File: config.mk
export PLATFORM = sky130hd
export DESIGN_NAME = matrix_inverter_2x2_flat
export DESIGN_NICKNAME = d
export VERILOG_FILES = /design/src/rtl/matrix_inverter_2x2_if.sv /design/src/rtl/matrix_inverter_2x2.sv /design/src/flat_wrapper.sv
export SDC_FILE = /design/constraint.sdc
export NUM_CORES = 2
export LEC_CHECK = 0
export ABC_AREA = 1
export CORE_MARGIN = 2
export CORE_UTILIZATION = 40
export CTS_BUF_LIST = sky130_fd_sc_hd__clkbuf_16
export DETAILED_ROUTE_END_ITERATION = 7
export HOLD_SLACK_MARGIN = 0.12
export MAX_ROUTING_LAYER = met4
export PLACE_DENSITY_LB_ADDON = 0.05
export SLEW_MARGIN = 25
export SYNTH_ARGS = -nofsm -noshare
export SYNTH_HDL_FRONTEND = slang
export SYNTH_SLANG_ARGS = --single-unit
File: constraint.sdc
create_clock -name clk -period 9.17 [get_ports clk]
set_input_delay 1.834 -clock clk [delete_from_list [all_inputs] [get_ports clk]]
set_output_delay 1.834 -clock clk [all_outputs]
set_load 0.05 [all_outputs]
File: src/rtl/matrix_inverter_2x2_if.sv
// Valid/ready bundle for the 2x2 fixed-point matrix inverter.
// Matrices are row-major packed arrays: m[row][col].
interface matrix_inverter_2x2_if #(
  parameter int unsigned DATA_WIDTH = 16
);
  logic                            in_valid;
  logic                            in_ready;
  logic [1:0][1:0][DATA_WIDTH-1:0] mat;
  logic                            out_valid;
  logic                            out_ready;
  logic [1:0][1:0][DATA_WIDTH-1:0] inv;
  logic                            singular;

  modport master (
    output in_valid,
    output mat,
    input  in_ready,
    input  out_valid,
    output out_ready,
    input  inv,
    input  singular
  );

  modport slave (
    input  in_valid,
    input  mat,
    output in_ready,
    output out_valid,
    input  out_ready,
    output inv,
    output singular
  );
endinterface

File: src/rtl/matrix_inverter_2x2.sv
// Sequential 2x2 fixed-point matrix inverter: det, restoring divide for 1/det, adjugate scale.
// Define MATRIX_INV_SATURATE_EN to clamp each inverse element instead of wrapping it.
module matrix_inverter_2x2 #(
  parameter int unsigned DATA_WIDTH   = 16,
  parameter int unsigned DECIMAL_BITS = 5
) (
  input logic                  clk,
  input logic                  reset,
  matrix_inverter_2x2_if.slave bus
);

  localparam int unsigned PW = 2 * DATA_WIDTH + 1;  // determinant product width
  localparam int unsigned QW = 2 * DATA_WIDTH;      // dividend / quotient width
  localparam int unsigned CW = $clog2(QW);
  localparam int unsigned AW = DATA_WIDTH + 1;      // adjugate element width
  localparam int unsigned SW = AW + DATA_WIDTH;     // adj * recip width

  localparam logic signed [PW-1:0] DetMax = {{(PW-DATA_WIDTH+1){1'b0}}, {(DATA_WIDTH-1){1'b1}}};
  localparam logic signed [PW-1:0] DetMin = {{(PW-DATA_WIDTH+1){1'b1}}, {(DATA_WIDTH-1){1'b0}}};
  localparam logic [DATA_WIDTH-1:0] QuoMax  = {1'b0, {(DATA_WIDTH-1){1'b1}}};
  localparam logic [QW-1:0]         DivInit = QW'(1) << (2 * DECIMAL_BITS);

`ifdef MATRIX_INV_SATURATE_EN
  localparam logic signed [SW-1:0] ElemMax = {{(SW-DATA_WIDTH+1){1'b0}}, {(DATA_WIDTH-1){1'b1}}};
  localparam logic signed [SW-1:0] ElemMin = {{(SW-DATA_WIDTH+1){1'b1}}, {(DATA_WIDTH-1){1'b0}}};
`endif

  typedef enum logic [2:0] {
    StIdle,
    StMul,
    StDet,
    StDiv,
    StScale,
    StOut
  } state_e;

  state_e                          state_q, state_d;
  logic [1:0][1:0][DATA_WIDTH-1:0] mat_q, mat_d;
  logic signed [PW-1:0]            prod_q, prod_d;
  logic [DATA_WIDTH-1:0]           divisor_q, divisor_d;
  logic                            det_neg_q, det_neg_d;
  logic [DATA_WIDTH-1:0]           rem_q, rem_d;
  logic [QW-1:0]                   dvd_q, dvd_d;
  logic [CW-1:0]                   cnt_q, cnt_d;
  logic [1:0][1:0][DATA_WIDTH-1:0] inv_q, inv_d;
  logic                            singular_q, singular_d;

  logic signed [DATA_WIDTH-1:0] ea, eb, ec, ed;
  logic signed [AW-1:0]         adj00, adj01, adj10, adj11;
  logic signed [PW-1:0]         det_shift;
  logic signed [DATA_WIDTH-1:0] det_fx;
  logic [DATA_WIDTH:0]          rem_shift;
  logic                         rem_ge;
  logic [DATA_WIDTH-1:0]        quo_sat;
  logic signed [DATA_WIDTH-1:0] recip;

  assign ea = $signed(mat_q[0][0]);
  assign eb = $signed(mat_q[0][1]);
  assign ec = $signed(mat_q[1][0]);
  assign ed = $signed(mat_q[1][1]);

  // Widened by one bit so negating the most negative element cannot overflow.
  assign adj00 = AW'(ed);
  assign adj01 = -AW'(eb);
  assign adj10 = -AW'(ec);
  assign adj11 = AW'(ea);

  // Arithmetic shift rounds toward -inf, then clamp into the element range.
  assign det_shift = prod_q >>> DECIMAL_BITS;

  always_comb begin
    det_fx = DATA_WIDTH'(det_shift);
    if (det_shift > DetMax) begin
      det_fx = DATA_WIDTH'(DetMax);
    end else if (det_shift < DetMin) begin
      det_fx = DATA_WIDTH'(DetMin);
    end
  end

  // Restoring divide step: quotient bits shift into dvd_q as the dividend shifts out.
  assign rem_shift = {rem_q, dvd_q[QW-1]};
  assign rem_ge    = rem_shift >= {1'b0, divisor_q};

  assign quo_sat = (dvd_q > {{(QW-DATA_WIDTH){1'b0}}, QuoMax}) ? QuoMax : DATA_WIDTH'(dvd_q);
  assign recip   = det_neg_q ? -$signed(quo_sat) : $signed(quo_sat);

  function automatic logic [DATA_WIDTH-1:0] scale_elem(input logic signed [AW-1:0] adj,
                                                       input logic signed [DATA_WIDTH-1:0] rcp);
`ifdef MATRIX_INV_SATURATE_EN
    logic signed [SW-1:0] prod;
    prod = (SW'(adj) * SW'(rcp)) >>> DECIMAL_BITS;
    if (prod > ElemMax) begin
      return DATA_WIDTH'(ElemMax);
    end else if (prod < ElemMin) begin
      return DATA_WIDTH'(ElemMin);
    end
    return DATA_WIDTH'(prod);
`else
    return DATA_WIDTH'((SW'(adj) * SW'(rcp)) >>> DECIMAL_BITS);
`endif
  endfunction

  always_comb begin
    state_d    = state_q;
    mat_d      = mat_q;
    prod_d     = prod_q;
    divisor_d  = divisor_q;
    det_neg_d  = det_neg_q;
    rem_d      = rem_q;
    dvd_d      = dvd_q;
    cnt_d      = cnt_q;
    inv_d      = inv_q;
    singular_d = singular_q;

    unique case (state_q)
      StIdle: begin
        if (bus.in_valid) begin
          mat_d   = bus.mat;
          state_d = StMul;
        end
      end
      StMul: begin
        prod_d  = PW'(ea) * PW'(ed) - PW'(eb) * PW'(ec);
        state_d = StDet;
      end
      StDet: begin
        if (det_fx == '0) begin
          singular_d = 1'b1;
          inv_d      = '0;
          state_d    = StOut;
        end else begin
          divisor_d = det_fx[DATA_WIDTH-1] ? DATA_WIDTH'(-det_fx) : DATA_WIDTH'(det_fx);
          det_neg_d = det_fx[DATA_WIDTH-1];
          rem_d     = '0;
          dvd_d     = DivInit;
          cnt_d     = '0;
          state_d   = StDiv;
        end
      end
      StDiv: begin
        rem_d = rem_ge ? DATA_WIDTH'(rem_shift - {1'b0, divisor_q}) : DATA_WIDTH'(rem_shift);
        dvd_d = {dvd_q[QW-2:0], rem_ge};
        cnt_d = CW'(cnt_q + 1'b1);
        if (cnt_q == CW'(QW - 1)) begin
          state_d = StScale;
        end
      end
      StScale: begin
        inv_d[0][0] = scale_elem(adj00, recip);
        inv_d[0][1] = scale_elem(adj01, recip);
        inv_d[1][0] = scale_elem(adj10, recip);
        inv_d[1][1] = scale_elem(adj11, recip);
        singular_d  = 1'b0;
        state_d     = StOut;
      end
      StOut: begin
        if (bus.out_ready) begin
          state_d = StIdle;
        end
      end
      default: state_d = StIdle;
    endcase
  end

  always_ff @(posedge clk) begin
    if (reset) begin
      state_q    <= StIdle;
      mat_q      <= '0;
      prod_q     <= '0;
      divisor_q  <= '0;
      det_neg_q  <= 1'b0;
      rem_q      <= '0;
      dvd_q      <= '0;
      cnt_q      <= '0;
      inv_q      <= '0;
      singular_q <= 1'b0;
    end else begin
      state_q    <= state_d;
      mat_q      <= mat_d;
      prod_q     <= prod_d;
      divisor_q  <= divisor_d;
      det_neg_q  <= det_neg_d;
      rem_q      <= rem_d;
      dvd_q      <= dvd_d;
      cnt_q      <= cnt_d;
      inv_q      <= inv_d;
      singular_q <= singular_d;
    end
  end

  // Gated by reset so the block never advertises readiness while being reset.
  assign bus.in_ready  = (state_q == StIdle) && !reset;
  assign bus.out_valid = (state_q == StOut);
  assign bus.inv       = inv_q;
  assign bus.singular  = singular_q;

endmodule

File: src/flat_wrapper.sv
// flat-port wrapper written by rule: the top's interface ports become plain ports
module matrix_inverter_2x2_flat 
#(
  parameter int unsigned DATA_WIDTH   = 16,
  parameter int unsigned DECIMAL_BITS = 5
)
  (clk, reset, bus_in_valid, bus_mat, bus_in_ready, bus_out_valid, bus_out_ready, bus_inv, bus_singular);
  matrix_inverter_2x2_if #(.DATA_WIDTH(DATA_WIDTH)) bus_i ();
  input logic clk;
  input logic reset;
  input wire logic [$bits(bus_i.in_valid)-1:0] bus_in_valid;
  input wire logic [$bits(bus_i.mat)-1:0] bus_mat;
  output wire logic [$bits(bus_i.in_ready)-1:0] bus_in_ready;
  output wire logic [$bits(bus_i.out_valid)-1:0] bus_out_valid;
  input wire logic [$bits(bus_i.out_ready)-1:0] bus_out_ready;
  output wire logic [$bits(bus_i.inv)-1:0] bus_inv;
  output wire logic [$bits(bus_i.singular)-1:0] bus_singular;
  assign bus_i.in_valid = bus_in_valid;
  assign bus_i.mat = bus_mat;
  assign bus_in_ready = bus_i.in_ready;
  assign bus_out_valid = bus_i.out_valid;
  assign bus_i.out_ready = bus_out_ready;
  assign bus_inv = bus_i.inv;
  assign bus_singular = bus_i.singular;
  matrix_inverter_2x2 #(.DATA_WIDTH(DATA_WIDTH), .DECIMAL_BITS(DECIMAL_BITS)) u_core (.clk(clk), .reset(reset), .bus(bus_i));
endmodule
==> impl_metrics.xml <==
<?xml version="1.0" encoding="UTF-8"?>
<metrics>
  <group name="sta">
    <metric name="fin_tns_setup" unit="ps">0</metric>
    <metric name="grt_setup_unrepaired" unit="">false</metric>
    <metric name="timing.final.max_slew_violations" unit="">0</metric>
    <metric name="tightest_slew" unit="ps">1020</metric>
    <metric name="slew_headroom" unit="%">31.7</metric>
    <metric name="setup_violations" unit="">0</metric>
    <metric name="hold_viol_final" unit="">0</metric>
    <metric name="finalCritPeriodShare" unit="%">93.1</metric>
    <metric name="period_minus_slack" unit="ps">8540</metric>
    <metric name="max_clock_freq" unit="MHz">117</metric>
    <metric name="fin_worst_skew" unit="ps">29.1</metric>
  </group>
  <group name="global_route">
    <metric name="globalRouteOverflowTotal" unit="">0</metric>
    <metric name="grt_antenna_before_repair" unit="">6</metric>
    <metric name="first_global_vias" unit="">48300</metric>
    <metric name="grt_start_max_net_pins" unit="">69</metric>
    <metric name="grt_first_pass_wirelength" unit="um">286000</metric>
    <metric name="grt_util_all_layers" unit="%">26.2</metric>
  </group>
  <group name="clock_tree">
    <metric name="clock_path_buffers" unit="">3</metric>
    <metric name="post-cts-setup-buffer-count" unit="">0</metric>
    <metric name="tritoncts" unit="">yes</metric>
    <metric name="latest_clock_arrival_within_the_worst_skew_pair" unit="ps">600</metric>
    <metric name="htreeDepth" unit="">2</metric>
    <metric name="numClockSinks" unit="">230</metric>
    <metric name="cts_made_buffers" unit="">34</metric>
    <metric name="cts-root-buf" unit="">clkbuf_16</metric>
    <metric name="clk_pin_slew_worst_paths" unit="ps">50</metric>
  </group>
  <group name="setup_path">
    <metric name="worstSetupStartpoint" unit="">u_core.ea[8]$_SDFFE_PP0P_</metric>
    <metric name="crit_path_end_kind" unit="">register</metric>
    <metric name="required_time_of_the_worst_setup_path" unit="ps">9640</metric>
    <metric name="max_stage_delay" unit="ps">930</metric>
    <metric name="critical-path-slowest-cell" unit="">dfxtp_1</metric>
    <metric name="path_buf_inv" unit="">4</metric>
    <metric name="most_frequent_cell_on_the_critical_path" unit="">fa_1</metric>
    <metric name="critical_path_class" unit="">reg2reg</metric>
    <metric name="worst_path_dominant_cell_family" unit="">adder cells</metric>
    <metric name="critical_path_arrival" unit="ps">9010</metric>
    <metric name="r2r_start" unit="">u_core.ea[8]$_SDFFE_PP0P_</metric>
    <metric name="critical_path_peak_fanout" unit="">15</metric>
    <metric name="cp-start-kind" unit="">register</metric>
  </group>
  <group name="logic_synthesis">
    <metric name="syn-instance-count" unit="">7456</metric>
    <metric name="syn-cell-area" unit="mm^2">0.0572</metric>
    <metric name="postSynthNetCount" unit="">9128</metric>
    <metric name="yosys_warnings" unit="">0</metric>
    <metric name="synth-seq-cells" unit="">230</metric>
    <metric name="synth.yosys.seq_area_share" unit="%">8.05</metric>
    <metric name="synth_cell_types" unit="">59</metric>
    <metric name="share_of_async_settable_or_async_resettable_flops_after_synthesis" unit="%">0</metric>
    <metric name="top_ff_cell_synth" unit="">dfxtp_1</metric>
    <metric name="synth-edff-count" unit="">0</metric>
    <metric name="synth.avg_cell_area" unit="um^2">7.67</metric>
  </group>
  <group name="worst_hold_path">
    <metric name="worstHoldStart" unit="">u_core.bus.inv[51]$_SDFFE_PP0P_</metric>
    <metric name="timing.hold.worst.class" unit="">reg2reg</metric>
  </group>
  <group name="drt">
    <metric name="route.detailed.wl_per_inst" unit="um">19.3</metric>
    <metric name="route.final.wire_length" unit="um">181000</metric>
    <metric name="drt_iter0_markers" unit="">2598</metric>
    <metric name="count_of_nets_left_with_antenna_violations_after_detail_routing" unit="">0</metric>
    <metric name="route.detailed.drc" unit="">0</metric>
    <metric name="viasPerCell" unit="">4.92</metric>
    <metric name="routed-via-count" unit="">46200</metric>
    <metric name="drt_first_pass_iters" unit="">5</metric>
  </group>
  <group name="floorplanning">
    <metric name="die_w" unit="um">382</metric>
    <metric name="top_level_port_count" unit="">135</metric>
    <metric name="core_area" unit="mm^2">0.142</metric>
    <metric name="design.die.area" unit="mm^2">0.146</metric>
    <metric name="rows" unit="">138</metric>
    <metric name="initial_utilization" unit="%">40.4</metric>
    <metric name="floorplan.die.height" unit="um">382</metric>
  </group>
  <group name="pwr">
    <metric name="post-layout-total-power" unit="uW">11100</metric>
    <metric name="power.static_leakage" unit="uW">0.0316</metric>
    <metric name="irDropWorstVdd" unit="uV">383</metric>
    <metric name="power_density" unit="mW/mm^2">179</metric>
  </group>
  <group name="finish">
    <metric name="share_of_layout_cells_above_drive_strength_1" unit="%">3.68</metric>
    <metric name="nNetsFinal" unit="">9136</metric>
    <metric name="area_growth_from_synthesis_to_layout" unit="%">8.31</metric>
  </group>
  <group name="placement">
    <metric name="io_buffers" unit="">134</metric>
    <metric name="place.detailed.hpwl" unit="um">147000</metric>
    <metric name="gp_congestion" unit="">0.907</metric>
  </group>
  <group name="flow_run">
    <metric name="timing.max_cap.violations" unit="">0</metric>
  </group>
  <group name="status">
    <metric name="outcome" unit="">completed</metric>
  </group>
</metrics>
worst min-delay path, delay by kind of cell (launching register included):
family / cells / cell delay [ps]
AOI/OAI and AO/OA: 1 / 50
DFF: 1 / 300
and+or+nand+nor: 1 / 60
worst paths after layout:
path,to,slack [ps],depth (start not counted)
min,u_core.bus.inv[51]$_SDFFE_PP0P_,460,2
max reg2reg,u_core.prod_q[31]$_SDFFE_PP0P_,630,30
min reg2reg,u_core.bus.inv[51]$_SDFFE_PP0P_,460,2
max,u_core.prod_q[31]$_SDFFE_PP0P_,630,30
per-stage QoR:
stage | worst slack (ps) | instance area (um^2) | hold WS, ps | std cells | util, %
2_1_floorplan | 1330 | 57200 | 433 | 7456 | -
3_5_place_dp | 563 | 60800 | 452 | 9318 | 42.9
3_3_place_gp | 594 | 60800 | 449 | 9318 | 42.9
6_report | 634 | 62000 | 456 | 9384 | 43.7
4_1_cts | 526 | 61900 | 460 | 9380 | 43.7
5_1_grt | 21.4 | 62000 | 479 | 9384 | 43.7
repair_timing:
action / CTS / global route
hold buffers: 0 / 0
gates resized for setup: 0 / 1
setup endpoints to repair: 0 / 1
placed cells by master (no fill, tap or decap), types with 5 or more instances in the layout:
master and count:
a211oi_1 10, a21o_1 12, a21oi_1 438, a31oi_1 10, buf_4 135, bufinv_16 5
clkbuf_16 34, clkdlybuf4s50_1 133, clkinv_1 22, clkinv_2 7, clkinvlp_4 5, dfxtp_1 229
fa_1 1119, ha_1 485, inv_1 1953, inv_2 12, nand2_1 1517, nand2_2 16
nand3_1 156, nand3_2 9, nand3b_1 16, nand4_1 51, nor2_1 512, nor2_2 7
nor3_1 32, nor3_2 6, nor4_1 10, o211ai_1 23, o21ai_0 234, o21ai_1 14
o21ai_2 6, o21bai_1 24, o221ai_1 7, o31ai_1 8, or2_2 7, xnor2_1 71
xor2_1 99
cell families after synthesis:
logic type               after synthesis  share of synthesized area, %
AO/OA/AOI/OAI                        813                          7.74
XOR/XNOR                             173                          2.65
adder cells (fa/ha/maj)             1604                          49.8
buffers and inverters               2279                          15.1
flip-flops                           230                          8.05
AND/OR/NAND/NOR                     2357                          16.7
cell type report:
cell class	instances	area, um^2
Inverter	1983	7450
Multi-Input combinational cell	4947	44000
Clock inverter	28	322
Antenna cell	4	10.0
Sequential cell	230	4610
Tap cell	1890	2360
Clock buffer	34	851
Fill cell	14700	79800
Timing Repair Buffer	268	2340
where the power goes:
part / switching (uW) / total (uW) / internal [uW]
clock network: 582 / 1410 / 831
registers: 233 / 1340 / 1110
logic: 5460 / 8300 / 2840
metal layers:
metal / GRT usage (%) / vias to the layer above / wire length [um]
met3: 2.60 / 204 / 8490
li1: - / 22000 / -
met4: 6.39 / 0 / 4930
met2: 41.6 / 1050 / 83500
met1: 36.0 / 22900 / 83800
met5: - / - / 0
registers in the layout (all words and copies together), names as in the netlist:
register / flops
u_core.bus.inv: 64
u_core.det_neg_q: 1
u_core.bus.singular: 1
u_core.state_q: 3
u_core.dvd_q: 32
u_core.eb: 16
u_core.prod_q: 28
u_core.divisor_q: 16
u_core.cnt_q: 5
u_core.ec: 16
u_core.ed: 16
u_core.ea: 16
u_core.rem_q: 16
synth_stat cells (72+ instances only):
cell	n	area [um^2]
inv_1	1951	7320
nand2_1	1521	5710
fa_1	1119	22400
nor2_1	512	1920
ha_1	485	6070
a21oi_1	438	2190
o21ai_0	234	1170
dfxtp_1	230	4600
clkbuf_1	214	803
nand3_1	157	786
xor2_1	101	885
xnor2_1	72	631
No activity file was read; power rests on OpenSTA's default activity.
